**src/rtl/fullconn_layer_sc_pkg.sv**
```systemverilog
// fcsc_pkg: shared helpers for the stochastic fully connected layer.
//   clog2            : ceiling log2 used to size the sum and window counter
//   s_mid_lo/s_mid_hi: the two state-counter midpoints used for (re)seeding
//   zp_lo/zp_hi      : bounds of the two middle quarters that drive zp
package fcsc_pkg;

   function automatic int clog2(input int v);
      int r;
      int x;
      r = 0;
      x = v - 1;
      while (x > 0) begin
         r = r + 1;
         x = x >> 1;
      end
      return r;
   endfunction

   function automatic int s_mid_lo(input int m);
      return (1 << (m - 1)) - 1;
   endfunction

   function automatic int s_mid_hi(input int m);
      return 1 << (m - 1);
   endfunction

   function automatic int zp_lo(input int m);
      return 1 << (m - 2);
   endfunction

   function automatic int zp_hi(input int m);
      return 3 * (1 << (m - 2));
   endfunction

endpackage

```
**src/rtl/fullconn_layer_sc_if.sv**
```systemverilog
// fcsc_if: groups the layer's stream/config inputs and its stream/count outputs.
//   slave  : seen by the layer (inputs in, z/zp/a_out/cnt_out/cnt_valid out)
//   master : seen by the driver of the layer (upstream layer or bench)
interface fcsc_if #(
   parameter int N_IN  = 8,
   parameter int N_OUT = 5,
   parameter int CW    = 9
) ();
   logic                    EN;
   logic                    CLK_TRAINING_flag;
   logic [N_IN-1:0]         a_input;
   logic [N_OUT*N_IN-1:0]   alpha;
   logic [N_OUT*N_IN-1:0]   SIGN_alpha;
   logic [N_OUT-1:0]        beta;
   logic [N_OUT-1:0]        SIGN_beta;
   logic [N_OUT-1:0]        a_MEM_ACTIVE;
   logic [N_OUT-1:0]        z;
   logic [N_OUT-1:0]        zp;
   logic [N_OUT-1:0]        a_out;
   logic [N_OUT*CW-1:0]     cnt_out;
   logic                    cnt_valid;

   modport slave (
      input  EN, CLK_TRAINING_flag, a_input, alpha, SIGN_alpha, beta, SIGN_beta, a_MEM_ACTIVE,
      output z, zp, a_out, cnt_out, cnt_valid
   );

   modport master (
      output EN, CLK_TRAINING_flag, a_input, alpha, SIGN_alpha, beta, SIGN_beta, a_MEM_ACTIVE,
      input  z, zp, a_out, cnt_out, cnt_valid
   );
endinterface

```
**src/rtl/fullconn_layer_sc_node.sv**
```systemverilog
// sc_node: one stochastic neuron.
//   i_a/i_alpha/i_sign_alpha : input streams with this node's weight bits/signs
//   i_beta/i_sign_beta       : bias bit and sign
//   i_en/i_flag/i_mem_active : advance, re-seed, re-seed polarity
//   i_win_end                : EN cycle on which the shared window closes
//   o_z/o_zp/o_a_out         : activation, derivative, delayed activation
//   o_cnt                    : ones-count of a_out over the last complete window
module sc_node
   import fcsc_pkg::*;
#(
   parameter int N_IN    = 8,
   parameter int MEMSIZE = 3,
   parameter int CW      = 9
) (
   input  logic              clk,
   input  logic              rst,
   input  logic              i_en,
   input  logic              i_flag,
   input  logic              i_mem_active,
   input  logic              i_win_end,
   input  logic [N_IN-1:0]   i_a,
   input  logic [N_IN-1:0]   i_alpha,
   input  logic [N_IN-1:0]   i_sign_alpha,
   input  logic              i_beta,
   input  logic              i_sign_beta,
   output logic              o_z,
   output logic              o_zp,
   output logic              o_a_out,
   output logic [CW-1:0]     o_cnt
);
   localparam int SW = clog2(N_IN + 2) + 1;
   // Headroom so S + sum never overflows before the clamp.
   localparam int XW = ((SW > MEMSIZE) ? SW : MEMSIZE) + 2;
   localparam logic signed [XW-1:0] S_MAX  = XW'((1 << MEMSIZE) - 1);
   localparam logic [MEMSIZE-1:0]   S_LO   = MEMSIZE'(s_mid_lo(MEMSIZE));
   localparam logic [MEMSIZE-1:0]   S_HI   = MEMSIZE'(s_mid_hi(MEMSIZE));
   localparam logic [MEMSIZE:0]     ZP_LO  = (MEMSIZE+1)'(zp_lo(MEMSIZE));
   localparam logic [MEMSIZE:0]     ZP_HI  = (MEMSIZE+1)'(zp_hi(MEMSIZE));

   logic signed [SW-1:0] w_sum;
   logic signed [XW-1:0] w_ext;
   logic [MEMSIZE-1:0]   w_s_next;
   logic [MEMSIZE-1:0]   r_s;
   logic                 r_a_out;
   logic [CW-1:0]        r_acc;
   logic [CW-1:0]        r_cnt;

   always_comb begin
      w_sum = '0;
      for (int i = 0; i < N_IN; i++) begin
         if (i_a[i] && i_alpha[i]) begin
            w_sum = i_sign_alpha[i] ? (w_sum - SW'(1)) : (w_sum + SW'(1));
         end
      end
      if (i_beta) begin
         w_sum = i_sign_beta ? (w_sum - SW'(1)) : (w_sum + SW'(1));
      end
      w_ext = XW'(signed'({1'b0, r_s})) + XW'(w_sum);
      if (w_ext < 0) begin
         w_s_next = '0;
      end else if (w_ext > S_MAX) begin
         w_s_next = '1;
      end else begin
         w_s_next = w_ext[MEMSIZE-1:0];
      end
   end

   always_ff @(posedge clk) begin
      if (rst) begin
         r_s     <= S_LO;
         r_a_out <= 1'b0;
         r_acc   <= '0;
         r_cnt   <= '0;
      end else if (i_flag) begin
         r_s     <= i_mem_active ? S_HI : S_LO;
         r_a_out <= i_mem_active;
         r_acc   <= '0;
      end else if (i_en) begin
         r_s     <= w_s_next;
         r_a_out <= r_s[MEMSIZE-1];
         // The closing cycle's a_out still belongs to the window being reported.
         if (i_win_end) begin
            r_cnt <= r_acc + CW'(r_a_out);
            r_acc <= '0;
         end else begin
            r_acc <= r_acc + CW'(r_a_out);
         end
      end
   end

   assign o_z     = r_s[MEMSIZE-1];
   assign o_zp    = ({1'b0, r_s} >= ZP_LO) && ({1'b0, r_s} < ZP_HI);
   assign o_a_out = r_a_out;
   assign o_cnt   = r_cnt;
endmodule

```
**src/rtl/fullconn_layer_sc.sv**
```systemverilog
// fullconn_layer_sc: stochastic fully connected layer, N_IN streams into N_OUT neurons.
//   CLK, INIT : clock and synchronous active-high reset
//   bus       : fcsc_if slave (EN, re-seed flag, streams, weights in; z/zp/a_out,
//               windowed counts and their valid pulse out)
// The window counter is shared so all node counts close on the same cycle.
module fullconn_layer_sc
   import fcsc_pkg::*;
#(
   parameter int N_IN    = 8,
   parameter int N_OUT   = 5,
   parameter int MEMSIZE = 3,
   parameter int WINDOW  = 256,
   parameter int CW      = 9
) (
   input  logic  CLK,
   input  logic  INIT,
   fcsc_if.slave bus
);
   localparam int WCW = clog2(WINDOW);

   logic [WCW-1:0] r_wc;
   logic           r_cnt_valid;
   logic           w_win_end;

   assign w_win_end = bus.EN && (r_wc == WCW'(WINDOW - 1));

   always_ff @(posedge CLK) begin
      if (INIT || bus.CLK_TRAINING_flag) begin
         r_wc        <= '0;
         r_cnt_valid <= 1'b0;
      end else if (bus.EN) begin
         r_cnt_valid <= w_win_end;
         r_wc        <= w_win_end ? '0 : (r_wc + WCW'(1));
      end else begin
         r_cnt_valid <= 1'b0;
      end
   end

   assign bus.cnt_valid = r_cnt_valid;

   for (genvar j = 0; j < N_OUT; j++) begin : g_node
      logic          w_z;
      logic          w_zp;
      logic          w_a_out;
      logic [CW-1:0] w_cnt;

      sc_node #(
         .N_IN    (N_IN),
         .MEMSIZE (MEMSIZE),
         .CW      (CW)
      ) u_node (
         .clk          (CLK),
         .rst          (INIT),
         .i_en         (bus.EN),
         .i_flag       (bus.CLK_TRAINING_flag),
         .i_mem_active (bus.a_MEM_ACTIVE[j]),
         .i_win_end    (w_win_end),
         .i_a          (bus.a_input),
         .i_alpha      (bus.alpha[j*N_IN +: N_IN]),
         .i_sign_alpha (bus.SIGN_alpha[j*N_IN +: N_IN]),
         .i_beta       (bus.beta[j]),
         .i_sign_beta  (bus.SIGN_beta[j]),
         .o_z          (w_z),
         .o_zp         (w_zp),
         .o_a_out      (w_a_out),
         .o_cnt        (w_cnt)
      );

      assign bus.z[j]                = w_z;
      assign bus.zp[j]               = w_zp;
      assign bus.a_out[j]            = w_a_out;
      assign bus.cnt_out[j*CW +: CW] = w_cnt;
   end
endmodule

```
**src/flat_wrapper.sv**
```systemverilog
// flat-port wrapper written by rule: the top's interface ports become plain ports
module fullconn_layer_sc_flat import fcsc_pkg::*;
#(
   parameter int N_IN    = 8,
   parameter int N_OUT   = 5,
   parameter int MEMSIZE = 3,
   parameter int WINDOW  = 256,
   parameter int CW      = 9
)
  (CLK, INIT, bus_EN, bus_CLK_TRAINING_flag, bus_a_input, bus_alpha, bus_SIGN_alpha, bus_beta, bus_SIGN_beta, bus_a_MEM_ACTIVE, bus_z, bus_zp, bus_a_out, bus_cnt_out, bus_cnt_valid);
  fcsc_if #(.N_IN(N_IN), .N_OUT(N_OUT), .CW(CW)) bus_i ();
  input  logic CLK;
  input  logic INIT;
  input wire logic [$bits(bus_i.EN)-1:0] bus_EN;
  input wire logic [$bits(bus_i.CLK_TRAINING_flag)-1:0] bus_CLK_TRAINING_flag;
  input wire logic [$bits(bus_i.a_input)-1:0] bus_a_input;
  input wire logic [$bits(bus_i.alpha)-1:0] bus_alpha;
  input wire logic [$bits(bus_i.SIGN_alpha)-1:0] bus_SIGN_alpha;
  input wire logic [$bits(bus_i.beta)-1:0] bus_beta;
  input wire logic [$bits(bus_i.SIGN_beta)-1:0] bus_SIGN_beta;
  input wire logic [$bits(bus_i.a_MEM_ACTIVE)-1:0] bus_a_MEM_ACTIVE;
  output wire logic [$bits(bus_i.z)-1:0] bus_z;
  output wire logic [$bits(bus_i.zp)-1:0] bus_zp;
  output wire logic [$bits(bus_i.a_out)-1:0] bus_a_out;
  output wire logic [$bits(bus_i.cnt_out)-1:0] bus_cnt_out;
  output wire logic [$bits(bus_i.cnt_valid)-1:0] bus_cnt_valid;
  assign bus_i.EN = bus_EN;
  assign bus_i.CLK_TRAINING_flag = bus_CLK_TRAINING_flag;
  assign bus_i.a_input = bus_a_input;
  assign bus_i.alpha = bus_alpha;
  assign bus_i.SIGN_alpha = bus_SIGN_alpha;
  assign bus_i.beta = bus_beta;
  assign bus_i.SIGN_beta = bus_SIGN_beta;
  assign bus_i.a_MEM_ACTIVE = bus_a_MEM_ACTIVE;
  assign bus_z = bus_i.z;
  assign bus_zp = bus_i.zp;
  assign bus_a_out = bus_i.a_out;
  assign bus_cnt_out = bus_i.cnt_out;
  assign bus_cnt_valid = bus_i.cnt_valid;
  fullconn_layer_sc #(.N_IN(N_IN), .N_OUT(N_OUT), .MEMSIZE(MEMSIZE), .WINDOW(WINDOW), .CW(CW)) u_core (.CLK(CLK), .INIT(INIT), .bus(bus_i));
endmodule
```
**config.mk**
```make
export PLATFORM = sky130hd
export DESIGN_NAME = fullconn_layer_sc_flat
export DESIGN_NICKNAME = d
export VERILOG_FILES = /design/src/rtl/fullconn_layer_sc_pkg.sv /design/src/rtl/fullconn_layer_sc_if.sv /design/src/rtl/fullconn_layer_sc_node.sv /design/src/rtl/fullconn_layer_sc.sv /design/src/flat_wrapper.sv
export SDC_FILE = /design/constraint.sdc
export NUM_CORES = 1
export LEC_CHECK = 0
export ABC_AREA = 0
export CELL_PAD_IN_SITES_DETAIL_PLACEMENT = 0
export CELL_PAD_IN_SITES_GLOBAL_PLACEMENT = 1
export CORE_MARGIN = 2
export CORE_UTILIZATION = 48
export DETAILED_ROUTE_END_ITERATION = 10
export GPL_TIMING_DRIVEN = 0
export PLACE_DENSITY = 0.94
export SYNTH_ARGS = -nofsm -noshare
export SYNTH_HDL_FRONTEND = slang
export SYNTH_HIERARCHICAL = 1
export SYNTH_SLANG_ARGS = --single-unit
export TNS_END_PERCENT = 100
```
**constraint.sdc**
```tcl
create_clock -name CLK -period 20.2 [get_ports CLK]
set_input_delay 4.04 -clock CLK [delete_from_list [all_inputs] [get_ports CLK]]
set_output_delay 4.04 -clock CLK [all_outputs]
set_load 0.005 [all_outputs]
```
# Yosys cells after proc, flatten, opt, wreduce, memory -nomap -nowiden
# Index checks and enable logic that the tools add are counted.
[word_totals]
ff_bits = 119
[op_classes]
n_lt_le_gt_ge = 20
bitwise = 2
n_eq_ne = 1
mux = 131
add_sub_neg = 91
n_reduce_logical = 51
[op_table]
columns = ["op", "count"]
rows = [
  ["$mux 5", 90],
  ["$add 5x2->5 const B", 40],
  ["$sub 5x2->5 const B", 40],
  ["$mux 3", 25],
  ["$logic_and 1x1->1", 46],
  ["$add 9x1->9", 5],
  ["$mux 9", 5],
  ["$add 4x5->6", 5],
  ["$gt 6x4->1 const B", 5],
  ["$lt 6x1->1 const B", 5],
  ["$ge 3x2->1 const B", 5],
  ["$lt 3x3->1 const B", 5],
  ["$mux 1", 10],
  ["$add 8x1->8 const B", 1],
  ["$eq 8x8->1 const B", 1],
  ["$mux 8", 1],
  ["$reduce_or 2->1", 2],
  ["$reduce_and 3->1", 1],
  ["$not 1->1", 2],
  ["$reduce_bool 2->1", 1],
  ["$logic_or 1x1->1", 1],
]

# Longest topological paths before layout
# Gate-level depths: netlist (run 1).
[depth]
ltp_word = 32
depth_mapped = 47
mapped_depth_nobuf = 47

# Cells and area by module
# Netlist (run 1), hierarchy kept.
[modules_own_cells]
columns = ["module", "n_inst", "cells_per_inst", "area_per_inst_um2"]
rows = [
  ["sc_node at u_core.g_node[0].u_node ...", 2, 333, 2821.5],
  ["sc_node at u_core.g_node[4].u_node", 1, 353, 3006.6],
  ["sc_node at u_core.g_node[2].u_node", 1, 335, 2849.0],
  ["sc_node at u_core.g_node[1].u_node", 1, 313, 2675.1],
  ["fullconn_layer_sc", 1, 59, 516.7],
]

# Worst setup path before layout (run 1)
# OpenSTA, ideal clock, no wires.
[synth_path]
path_type = "input-to-reg"
start = "input bus_SIGN_alpha[16]"
end = "register u_core.g_node[2].u_node.r_s[2]"
t_arrival_ns = 13.367
path_buffers = 0
slack_ns = 6.699
setup_time_ns = 0.134
cell_stages = 47
path_cell_list = "and3_4 > inv_2 > fa_1 > fa_1 > nand3b_1 > nand2_1 > ha_1 > nand2b_1 > nor2_1 > mux2_1 > o41ai_1 > inv_1 > ha_1 > xor2_1 > mux2i_1 > ha_1 > nand2b_1 > o22a_1 > (+11 left out) > nor2_1 > a21oi_1 > ha_1 > nor2b_1 > a31oi_1 > a31oi_1 > mux2_2 > a21oi_1 > o221ai_1 > ha_1 > a21oi_1 > xnor2_1 > nand2_1 > xnor3_1 > xnor3_1 > o21ai_0 > a2111oi_1 > a211oi_1"
[synth_via]
elab_chain_cells = 32
[synth_lines]
columns = ["element", "line_no", "text"]
rows = [
  ["start: declaration", "flat_wrapper.sv:18", "input wire logic [$bits(bus_i.SIGN_alpha)-1:0] bus_SIGN_alpha;"],
  ["$mux 5 *", "fullconn_layer_sc_node.sv:52", "w_sum = i_sign_alpha[i] ? (w_sum - SW'(1)) : (w_sum + SW'(1));"],
  ["$mux 5 *", "fullconn_layer_sc_node.sv:51", "if (i_a[i] && i_alpha[i]) begin"],
  ["$add 5x2->5 / $sub 5x2->5 (equally long branches)", "fullconn_layer_sc_node.sv:52", ""],
  ["$mux 5", "fullconn_layer_sc_node.sv:52", ""],
  ["$mux 5 *", "fullconn_layer_sc_node.sv:51", ""],
  ["$add 5x2->5 / $sub 5x2->5 (equally long branches)", "fullconn_layer_sc_node.sv:52", ""],
  ["$mux 5", "fullconn_layer_sc_node.sv:52", ""],
  ["$mux 5 *", "fullconn_layer_sc_node.sv:51", ""],
  ["(+16 left out)", "--", ""],
  ["$mux 5", "fullconn_layer_sc_node.sv:56", "w_sum = i_sign_beta ? (w_sum - SW'(1)) : (w_sum + SW'(1));"],
  ["$mux 5 *", "fullconn_layer_sc_node.sv:55", "if (i_beta) begin"],
  ["$add 4x5->6 *", "fullconn_layer_sc_node.sv:58", "w_ext = XW'(signed'({1'b0, r_s})) + XW'(w_sum);"],
  ["$gt 6x4->1", "fullconn_layer_sc_node.sv:61", "end else if (w_ext > S_MAX) begin"],
  ["$mux 3", "fullconn_layer_sc_node.sv:61", ""],
  ["$mux 3 *", "fullconn_layer_sc_node.sv:59", "if (w_ext < 0) begin"],
  ["$mux 3 *", "fullconn_layer_sc_node.sv:78", "end else if (i_en) begin"],
  ["$mux 3 *", "fullconn_layer_sc_node.sv:74", "end else if (i_flag) begin"],
  ["end signal: assignment", "fullconn_layer_sc_node.sv:75", "r_s <= i_mem_active ? S_HI : S_LO;"],
  ["end signal: assignment", "fullconn_layer_sc_node.sv:79", "r_s <= w_s_next;"],
  ["end: declaration", "fullconn_layer_sc_node.sv:43", "logic [MEMSIZE-1:0] r_s;"],
]
# Mark *: on every way between the ends. The rest lies on a longest branch, timed or not. The select of a mux whose other input is x is not followed.
# A chain may end at the register's enable or synchronous reset.

# Worst setup path after layout (run 1)
[layout_path]
start = "input bus_a_input[0]"
end = "register u_core.g_node[2].u_node.r_s[2]"
[layout_via]
elab_chain_cells = 32
[layout_lines]
columns = ["element", "line_no", "text"]
rows = [
  ["start: declaration", "flat_wrapper.sv:16", "input wire logic [$bits(bus_i.a_input)-1:0] bus_a_input;"],
  ["$logic_and 1x1->1 *", "fullconn_layer_sc_node.sv:51", ""],
  ["$mux 5 *", "fullconn_layer_sc_node.sv:51", ""],
  ["$add 5x2->5 / $sub 5x2->5 (equally long branches)", "fullconn_layer_sc_node.sv:52", ""],
  ["$mux 5", "fullconn_layer_sc_node.sv:52", ""],
  ["$mux 5 *", "fullconn_layer_sc_node.sv:51", ""],
  ["$add 5x2->5 / $sub 5x2->5 (equally long branches)", "fullconn_layer_sc_node.sv:52", ""],
  ["$mux 5", "fullconn_layer_sc_node.sv:52", ""],
  ["$mux 5 *", "fullconn_layer_sc_node.sv:51", ""],
  ["(+16 left out)", "--", ""],
  ["$mux 5", "fullconn_layer_sc_node.sv:56", ""],
  ["$mux 5 *", "fullconn_layer_sc_node.sv:55", ""],
  ["$add 4x5->6 *", "fullconn_layer_sc_node.sv:58", ""],
  ["$gt 6x4->1", "fullconn_layer_sc_node.sv:61", ""],
  ["$mux 3", "fullconn_layer_sc_node.sv:61", ""],
  ["$mux 3 *", "fullconn_layer_sc_node.sv:59", ""],
  ["$mux 3 *", "fullconn_layer_sc_node.sv:78", ""],
  ["$mux 3 *", "fullconn_layer_sc_node.sv:74", ""],
]
# Marked as above.

==> impl_results.md, run 1 <==
* HPWL after DPL at approximately 28000 um
* Sequential share of the synthesized area at between 10% and 20%
* Width of the die at approximately 180 um
* Yosys warning total at 6
* Avg Vias per Cell at between 5 and 6
* Remaining number of nets flagged by the antenna check after routing at 0
* Routed wire length at around 36000 um
* Via count of the first global-routing pass at 12400
* Count of endpoints failing setup in the final report at 0
* Worst setup slack after placement at 4750 ps
* Dominant combinational cell family by area after synthesis: compound AO/OA/AOI/OAI gates
* Sw Ratio at 42.9%
* Buffers added on ports at between 150 and 200
* DRC at 0
* Number of design-rule violations left by the first detailed-router iteration at 697
* Relative contribution of the clock network to total power at around 18%
* Xor and xnor area share after synthesis at roughly 15%
* Maximum count of clock buffers along a single path at 2
* Area share of the largest cell type after synthesis at 16.2%
* Number of enable-type register cells in the synthesized netlist at 0
* Prevailing post-synth register cell: dfxtp_1
* WP data required at 20470 ps
* Data arrival at the endpoint of the critical path at 15380 ps
* Initial standard-cell utilization of the core at 48.4%
* Overall routing resource usage at approximately 22%
* Type of the most critical hold path: flip-flop to flip-flop
* Kind of end point of the critical path: flip-flop
* Overflow left after global routing at 0
* H-tree depth at 4
* Cell Pwr Density at approximately 100 mW/mm^2
* Final worst path period need at between 15000 and 20000 ps
* Final TNS setup at 0 ps
* Top fanout value on the critical path at 10
* CP max-delay cell: clkdlybuf4s50_1
* Internal Power at 0.00101 W
* Die outline height at roughly 180 um
* Area growth, synth to finish at 18.9%
* Max Slew Vio Count at 0
* First-pass iteration count of the detailed router at 7
* Final core occ at 57.6%
* Quantity of gates resized following cts at 0
* Clock-pin slew on the worst setup and hold paths at about 60 ps
* CTS tree: done
* Worst max-slew margin expressed relative to the limit at 15.0%
* Number of distinct standard cells referenced by the synthesized netlist at 99
* Run status: complete, no violations
* Synth area leaders: dfxtp_1 16%, ha_1 11%, fa_1 7.5%
* Core box area at about 0.030 mm^2
* Unrepaired setup endpoints after global routing: no
* Routed vias at around 13000
* Layout Nets at between 2000 and 2500
* Insertion delay of the later-clocked pin in the worst-skew pair at between 400 and 500 ps
* Wire length of the first global-routing pass at slightly below 60000 um
* Register-to-Register Path Depth at 9
* Cell type contributing the most total cell area after synthesis: dfxtp_1
* Hold depth at 2
* Seq cells post-synth at 119
* CTS hold repair buffers at 0
* Slew of the pin with the lowest slew margin at roughly 1300 ps
* Crit path setup slack, layout at 5090 ps
* Worst stage delay on the critical path at 700 ps
* Fill count at 2723
* Routability congestion estimate from global placement at roughly 0.87
* Cell area after synthesis at ~0.015 mm^2
* Sequential power share at around 15%
* Hold violation total from the final report at 0
* Startpoint types: input port
* Gate Count Post-Synth at 1726
* Post-synthesis async set-or-reset flop share at 0%
* Pin count of the biggest net entering global routing at 32
* Post-CTS Setup Bufs at 0
* Inst Count DP at between 2000 and 2500
* Share of cells above drive strength 1 at under 10%
* TritonCTS Sinks at about 120
* Worst-case clock skew at 7.32 ps
* Switching Power at 0.000757 W
* Row cnt at 64
* Area enclosed by the die boundary at roughly 0.032 mm^2
* IO Pins at about 170
* TritonCTS buffer count at 17
* Timing-limited maximum frequency at roughly 0.066 GHz
* Share of the clock period used by the worst path at between 70% and 80%
* Cell Count, Final, Fillers Out at 2323
* Root buffer cell: clkbuf_16
* Adder and majority cell fraction of the synthesized area at a little under a fifth
* Post-Synthesis Mean Instance Area at 8.51 um^2
* Reported max-cap violation count at 0
* Combinational group share of total power at 67.2%
* Library cell appearing most often on the critical path: ha_1
* Nets in the synthesized netlist at about 2000
* Simple-gate portion of the synthesized area at approximately a fifth
* Portion of netlist area occupied by mux cells at 7.86%
* Maximum VDD drop at 0.0607 mV
* Initial antenna violation count at 4
* Compound-Gate Fraction of Synth Area at around a fifth
* Type of the setup path with the least slack: input port to flip-flop
* Average wire per cell in the routed design at 15.4 um
* Leakage power of the design at 7.33 nW
==> stage by stage <==
step / hold WS (ps) / total power, W / instance area, um^2
CTS: 479 / 0.00176 / 17500
detailed placement: 464 / 0.00143 / 16800
finish: 477 / 0.00176 / 17500
global route: 506 / 0.00192 / 17500
global placement: 459 / 0.00139 / 16800
floorplan: 450 / 0.00118 / 14700
==> state kept, by name, indices dropped and copies added (netlist names) <==
register and flops:
u_core/g_node.u_node/r_acc 45, u_core/g_node.u_node/r_s 15, u_core/g_node.u_node/o_a_out 5, u_core/g_node.u_node/o_cnt 45
u_core/bus.cnt_valid 1, u_core/r_wc 8
==> worst paths after layout <==
check / startpoint / end / slack, ps
max reg2reg: u_core/r_wc[0]$_SDFFE_PP0P_ / u_core/g_node[4].u_node/o_cnt[8]$_SDFFE_PP0P_ / 16980
min reg2reg: u_core/g_node[0].u_node/r_acc[0]$_SDFFE_PP0P_ / u_core/g_node[0].u_node/r_acc[0]$_SDFFE_PP0P_ / 480
max: bus_a_input[0] / u_core/g_node[2].u_node/r_s[2]$_SDFFE_PP0P_ / 5090
min: u_core/g_node[0].u_node/r_acc[0]$_SDFFE_PP0P_ / u_core/g_node[0].u_node/r_acc[0]$_SDFFE_PP0P_ / 480
==> worst max-delay path, delay by kind of cell <==
kind	cells	cell delay [ps]
AO/OA/AOI/OAI	15	3510
XOR/XNOR	5	1350
adder cells (fa/ha/maj)	9	3140
buffers and inverters	4	960
multiplexers	3	670
AND/OR/NAND/NOR	12	1700
==> synth_stat cells, types with 5 or more instances <==
cell      number
xor2_1        69
a21oi_1      118
nand2_2        6
nor3b_1       14
or2_2         10
o21ai_1        5
a31oi_1       17
mux2_2        54
xnor3_2       10
nand3_1       35
dfxtp_1      119
o211ai_1       9
a31o_2         5
mux2_4         5
mux2i_1       37
and2_1        33
xnor3_1       11
a32oi_1        5
and3_1        25
a22oi_1       14
ha_1         131
o21a_1        11
fa_1          55
a211oi_1      34
nand4_1       15
nor2b_1       19
or3_1          5
inv_1         58
xnor2_1      110
nand2_1      126
nor4_1         9
xnor2_2        5
nor3_1        12
buf_4         15
nor2_1       212
o21ai_0       53
a311oi_1       5
nand2b_1      20
a21o_1        58
nand3b_1      14
clkbuf_1      37
==> power by group through the flow <==
stage / clock, W / sequential, W / combinational (W)
5_1_grt: 0.000328 / 0.000267 / 0.00132
3_3_place_gp: 0 / 0.000270 / 0.00112
4_1_cts: 0.000319 / 0.000265 / 0.00117
2_1_floorplan: 0 / 0.000263 / 0.000917
3_5_place_dp: 0 / 0.000270 / 0.00116
6_report: 0.000314 / 0.000265 / 0.00118
==> metal layers <==
metal | up-vias | GRT usage [%] | share of wire (%)
met5 | - | 0 | 0.036
met4 | 2 | 6.10 | 1.8
met3 | 40 | 3.20 | 4.7
met2 | 287 | 37.2 | 46
met1 | 6111 | 29.3 | 48
li1 | 6576 | - | -
==> cells by family after synthesis <==
family / after synthesis
multiplexers: 102
buffers and inverters: 123
adder cells (fa/ha/maj): 186
AND/OR/NAND/NOR: 578
AO/OA/AOI/OAI: 412
XOR/XNOR: 206
flip-flops: 119
==> area by class of cell <==
type | instances | area (um^2) | share of cell area (%)
buffer | 61 | 298 | 1.70
clock buffer | 18 | 439 | 2.51
multi-input combinational | 1484 | 11800 | 67.4
inverter | 62 | 238 | 1.36
sequential | 119 | 2380 | 13.6
antenna | 4 | 10.0 | 0.0573
clock inverter | 14 | 174 | 0.996
timing repair buffer | 165 | 1650 | 9.47
tap | 396 | 495 | 2.84
==> layout by cell type (no fill, tap or decap), types with 34 or more instances in the layout <==
cell               n
nand2_1          126
xnor2_1          110
a21oi_1          118
ha_1             131
nand3_1           35
clkdlybuf4s50_1  163
xor2_1            69
a211oi_1          34
inv_1             58
fa_1              55
dfxtp_1          119
o21ai_0           53
mux2_2            54
nor2_1           212
a21o_1            58
mux2i_1           37
clkbuf_1          37
No activity file was read; power rests on OpenSTA's default activity.
==> inputs of run 2 (changes only) <==
--- a/config.mk
+++ b/config.mk
@@ -9,10 +9,10 @@
 export CELL_PAD_IN_SITES_DETAIL_PLACEMENT = 0
 export CELL_PAD_IN_SITES_GLOBAL_PLACEMENT = 1
 export CORE_MARGIN = 2
-export CORE_UTILIZATION = 48
+export CORE_UTILIZATION = 44
 export DETAILED_ROUTE_END_ITERATION = 10
 export GPL_TIMING_DRIVEN = 0
-export PLACE_DENSITY = 0.94
+export PLACE_DENSITY = 0.87
 export SYNTH_ARGS = -nofsm -noshare
 export SYNTH_HDL_FRONTEND = slang
 export SYNTH_HIERARCHICAL = 1
==> constraint.sdc (replaced) <==
create_clock -name CLK -period 15.2 [get_ports CLK]
set_input_delay 3.04 -clock CLK [delete_from_list [all_inputs] [get_ports CLK]]
set_output_delay 3.04 -clock CLK [all_outputs]
set_load 0.005 [all_outputs]
==> run 2 against run 1 <==
Against the previous run:
- first-iteration DRC count decreased by 1.4%
- sequential cell count unchanged
- combinational power increased by 32%
==> impl_results.md, run 2 (synthesis gave the netlist of run 1 again) <==
* Buffers added on ports at 163 (unchanged)
* Area occupied by multi-input gates at 0.0118 mm^2 (unchanged)
* Type of the setup path with the least slack: input port to flip-flop
* Width of the die at 187 um (+4.3%)
* CP max-delay cell: clkdlybuf4s50_1
* Cell Pwr Density at 135 mW/mm^2 (+33%)
* Fill count at 3065 (+13%)
* Kind of end point of the critical path: flip-flop
* Relative contribution of the clock network to total power at 19.2% (+1.4 points)
* Type of the most critical hold path: flip-flop to flip-flop
* Unrepaired setup endpoints after global routing: no
* Cell Count, Final, Fillers Out at 2364 (+1.8%)
* Commonest non-fill, non-tap cells in the layout: 212 x nor2_1, 163 x clkdlybuf4s50_1, 131 x ha_1, 126 x nand2_1, 119 x dfxtp_1
* Sw Ratio at 41.3% (-1.7 points)
* Post-detailed-placement cell area at 0.0169 mm^2 (+0.34%)
* Top fanout value on the critical path at 10 (unchanged)
* H-tree depth at 4 (unchanged)
* Final core occ at 53.7% (-3.8 points)
* Final worst path period need at 14030 ps
* Overflow left after global routing at 0 (unchanged)
* Pin count of the biggest net entering global routing at 32 (unchanged)
* TritonCTS Sinks at 119 (unchanged)
* Combinational group share of total power at 66.0% (-1.2 points)
* TritonCTS buffer count at 17 (unchanged)
* Routed wire length at 35300 um (-1.3%)
* Routability congestion estimate from global placement at 0.864 (-0.99%)
* Insertion delay of the later-clocked pin in the worst-skew pair at 410 ps (about the same)
* Initial antenna violation count at 2 (-2)
* First-pass iteration count of the detailed router at 5 (-2)
* Post-CTS Setup Bufs at 0 (unchanged)
* Inst Count DP at 2333 (+2.0%)
* Area enclosed by the die boundary at 0.0349 mm^2 (+8.9%)
* Root buffer cell: clkbuf_16
* Clock-pin slew on the worst setup and hold paths at 60 ps (about the same)
* Reported max-cap violation count at 0 (unchanged)
* Quantity of gates resized following cts at 0 (unchanged)
* Worst-case clock skew at 6.84 ps (-0.479 ps)
* CTS hold repair buffers at 0 (unchanged)
* Leakage power of the design at 7.36 nW (+0.41%)
* Share of the clock period used by the worst path at between 90% and 100%
* IO Pins at 168 (unchanged)
* Die outline height at 187 um (+4.3%)
* Switching Power at 0.000975 W (+29%)
* Final instance area at 0.0176 mm^2 (+0.54%)
* Average wire per cell in the routed design at 14.9 um (-3.0%)
* DRC at 0 (unchanged)
* Worst stage delay on the critical path at 710 ps (about the same)
* Data arrival at the endpoint of the critical path at 14310 ps (-1070 ps)
* Maximum VDD drop at 0.104 mV (+71%)
* Startpoint types: input port
* Register Area at 0.00238 mm^2 (unchanged)
* Final TNS setup at 0 ps (unchanged)
* Count of endpoints failing setup in the final report at 0 (unchanged)
* Max Slew Vio Count at 0 (unchanged)
* Remaining number of nets flagged by the antenna check after routing at 0 (unchanged)
* HPWL after DPL at 28200 um (+0.95%)
* Routed vias at 12900 (-1.1%)
* Most common cell after layout, fill and taps aside: nor2_1
* Initial standard-cell utilization of the core at 44.9% (-3.5 points)
* Sequential power share at 14.8% (-0.2 points)
* Share of cells above drive strength 1 at 9.42% (-0.20 points)
* Via count of the first global-routing pass at 12500 (+0.75%)
* Overall routing resource usage at 20.3% (-1.7 points)
* CTS tree: done
* Avg Vias per Cell at 5.45 (-2.8%)
* Area growth, synth to finish at 19.6%
* Maximum count of clock buffers along a single path at 2 (unchanged)
* WP data required at 15470 ps (-5000 ps)
* Row cnt at 66 (+3.1%)
* Library cell appearing most often on the critical path: ha_1
* Wire length of the first global-routing pass at 60300 um (+3.3%)
* Number of design-rule violations left by the first detailed-router iteration at 687 (-1.4%)
* Timing-limited maximum frequency at 0.0713 GHz
* Worst setup slack after placement at 732 ps (-4020 ps)
* Slew of the pin with the lowest slew margin at 1180 ps (-94.4 ps)
* Hold violation total from the final report at 0 (unchanged)
* Layout Nets at 2203 (unchanged)
* Crit path setup slack, layout at 1170 ps (-3930 ps)
* Run status: complete, no violations
* Internal Power at 0.00139 W (+38%)
* Worst max-slew margin expressed relative to the limit at 21.3% (+6.3 points)
* Core box area at 0.0327 mm^2 (+7.8%)
==> run 2: final cells by class <==
| cell class | count | area share [%] |
|---|---|---|
| Tap cell | 442 | 3.15 |
| Antenna cell | 1 | 0.0142 |
| Inverter | 62 | 1.35 |
| Clock inverter | 9 | 1.13 |
| Sequential cell | 119 | 13.6 |
| Clock buffer | 21 | 2.62 |
| Buffer | 61 | 1.70 |
| Multi-Input combinational cell | 1484 | 67.1 |
| Timing Repair Buffer | 165 | 9.42 |
==> run 2: stage by stage <==
stage / power, W / hold slack, ps
after floorplan: 0.00157 / 450
after global placement: 0.00186 / 458
after detailed placement: 0.00190 / 472
after CTS: 0.00237 / 481
after global routing: 0.00258 / 506
final: 0.00236 / 474
==> run 2: power groups by stage <==
stage	combinational, W	clock, W	sequential (W)
3_5_place_dp	0.00154	0	0.000357
2_1_floorplan	0.00122	0	0.000350
5_1_grt	0.00175	0.000481	0.000353
6_report	0.00156	0.000454	0.000350
3_3_place_gp	0.00150	0	0.000356
4_1_cts	0.00156	0.000464	0.000350
==> run 2: routing by layer <==
metal  track usage (%)  wire, um  up-vias
li1                  -         -     6580
met1              28.2     17200     6041
met2              33.7     16300      224
met3              2.82      1420       27
met4              4.37       373        2
met5                 0        13        -
==> run 2: worst max-delay path: cells and delay by family <==
family / cells / cell delay, ps
AO/OA/AOI/OAI: 15 / 3460
XOR/XNOR: 5 / 1360
adder cells (fa/ha/maj): 9 / 3130
buffers and inverters: 4 / 960
multiplexers: 3 / 660
AND/OR/NAND/NOR: 12 / 1660
==> run 2: path summary, 6_finish.rpt <==
kind / to / cells past startpoint / slack [ps] / from
max reg2reg: u_core/g_node[4].u_node/o_cnt[6]$_SDFFE_PP0P_ / 9 / 11870 / u_core/r_wc[0]$_SDFFE_PP0P_
min: u_core/g_node[3].u_node/r_acc[0]$_SDFFE_PP0P_ / 2 / 470 / u_core/g_node[3].u_node/r_acc[0]$_SDFFE_PP0P_
max: u_core/g_node[2].u_node/r_s[2]$_SDFFE_PP0P_ / 48 / 1170 / bus_a_input[0]
min reg2reg: u_core/g_node[3].u_node/r_acc[0]$_SDFFE_PP0P_ / 2 / 470 / u_core/g_node[3].u_node/r_acc[0]$_SDFFE_PP0P_
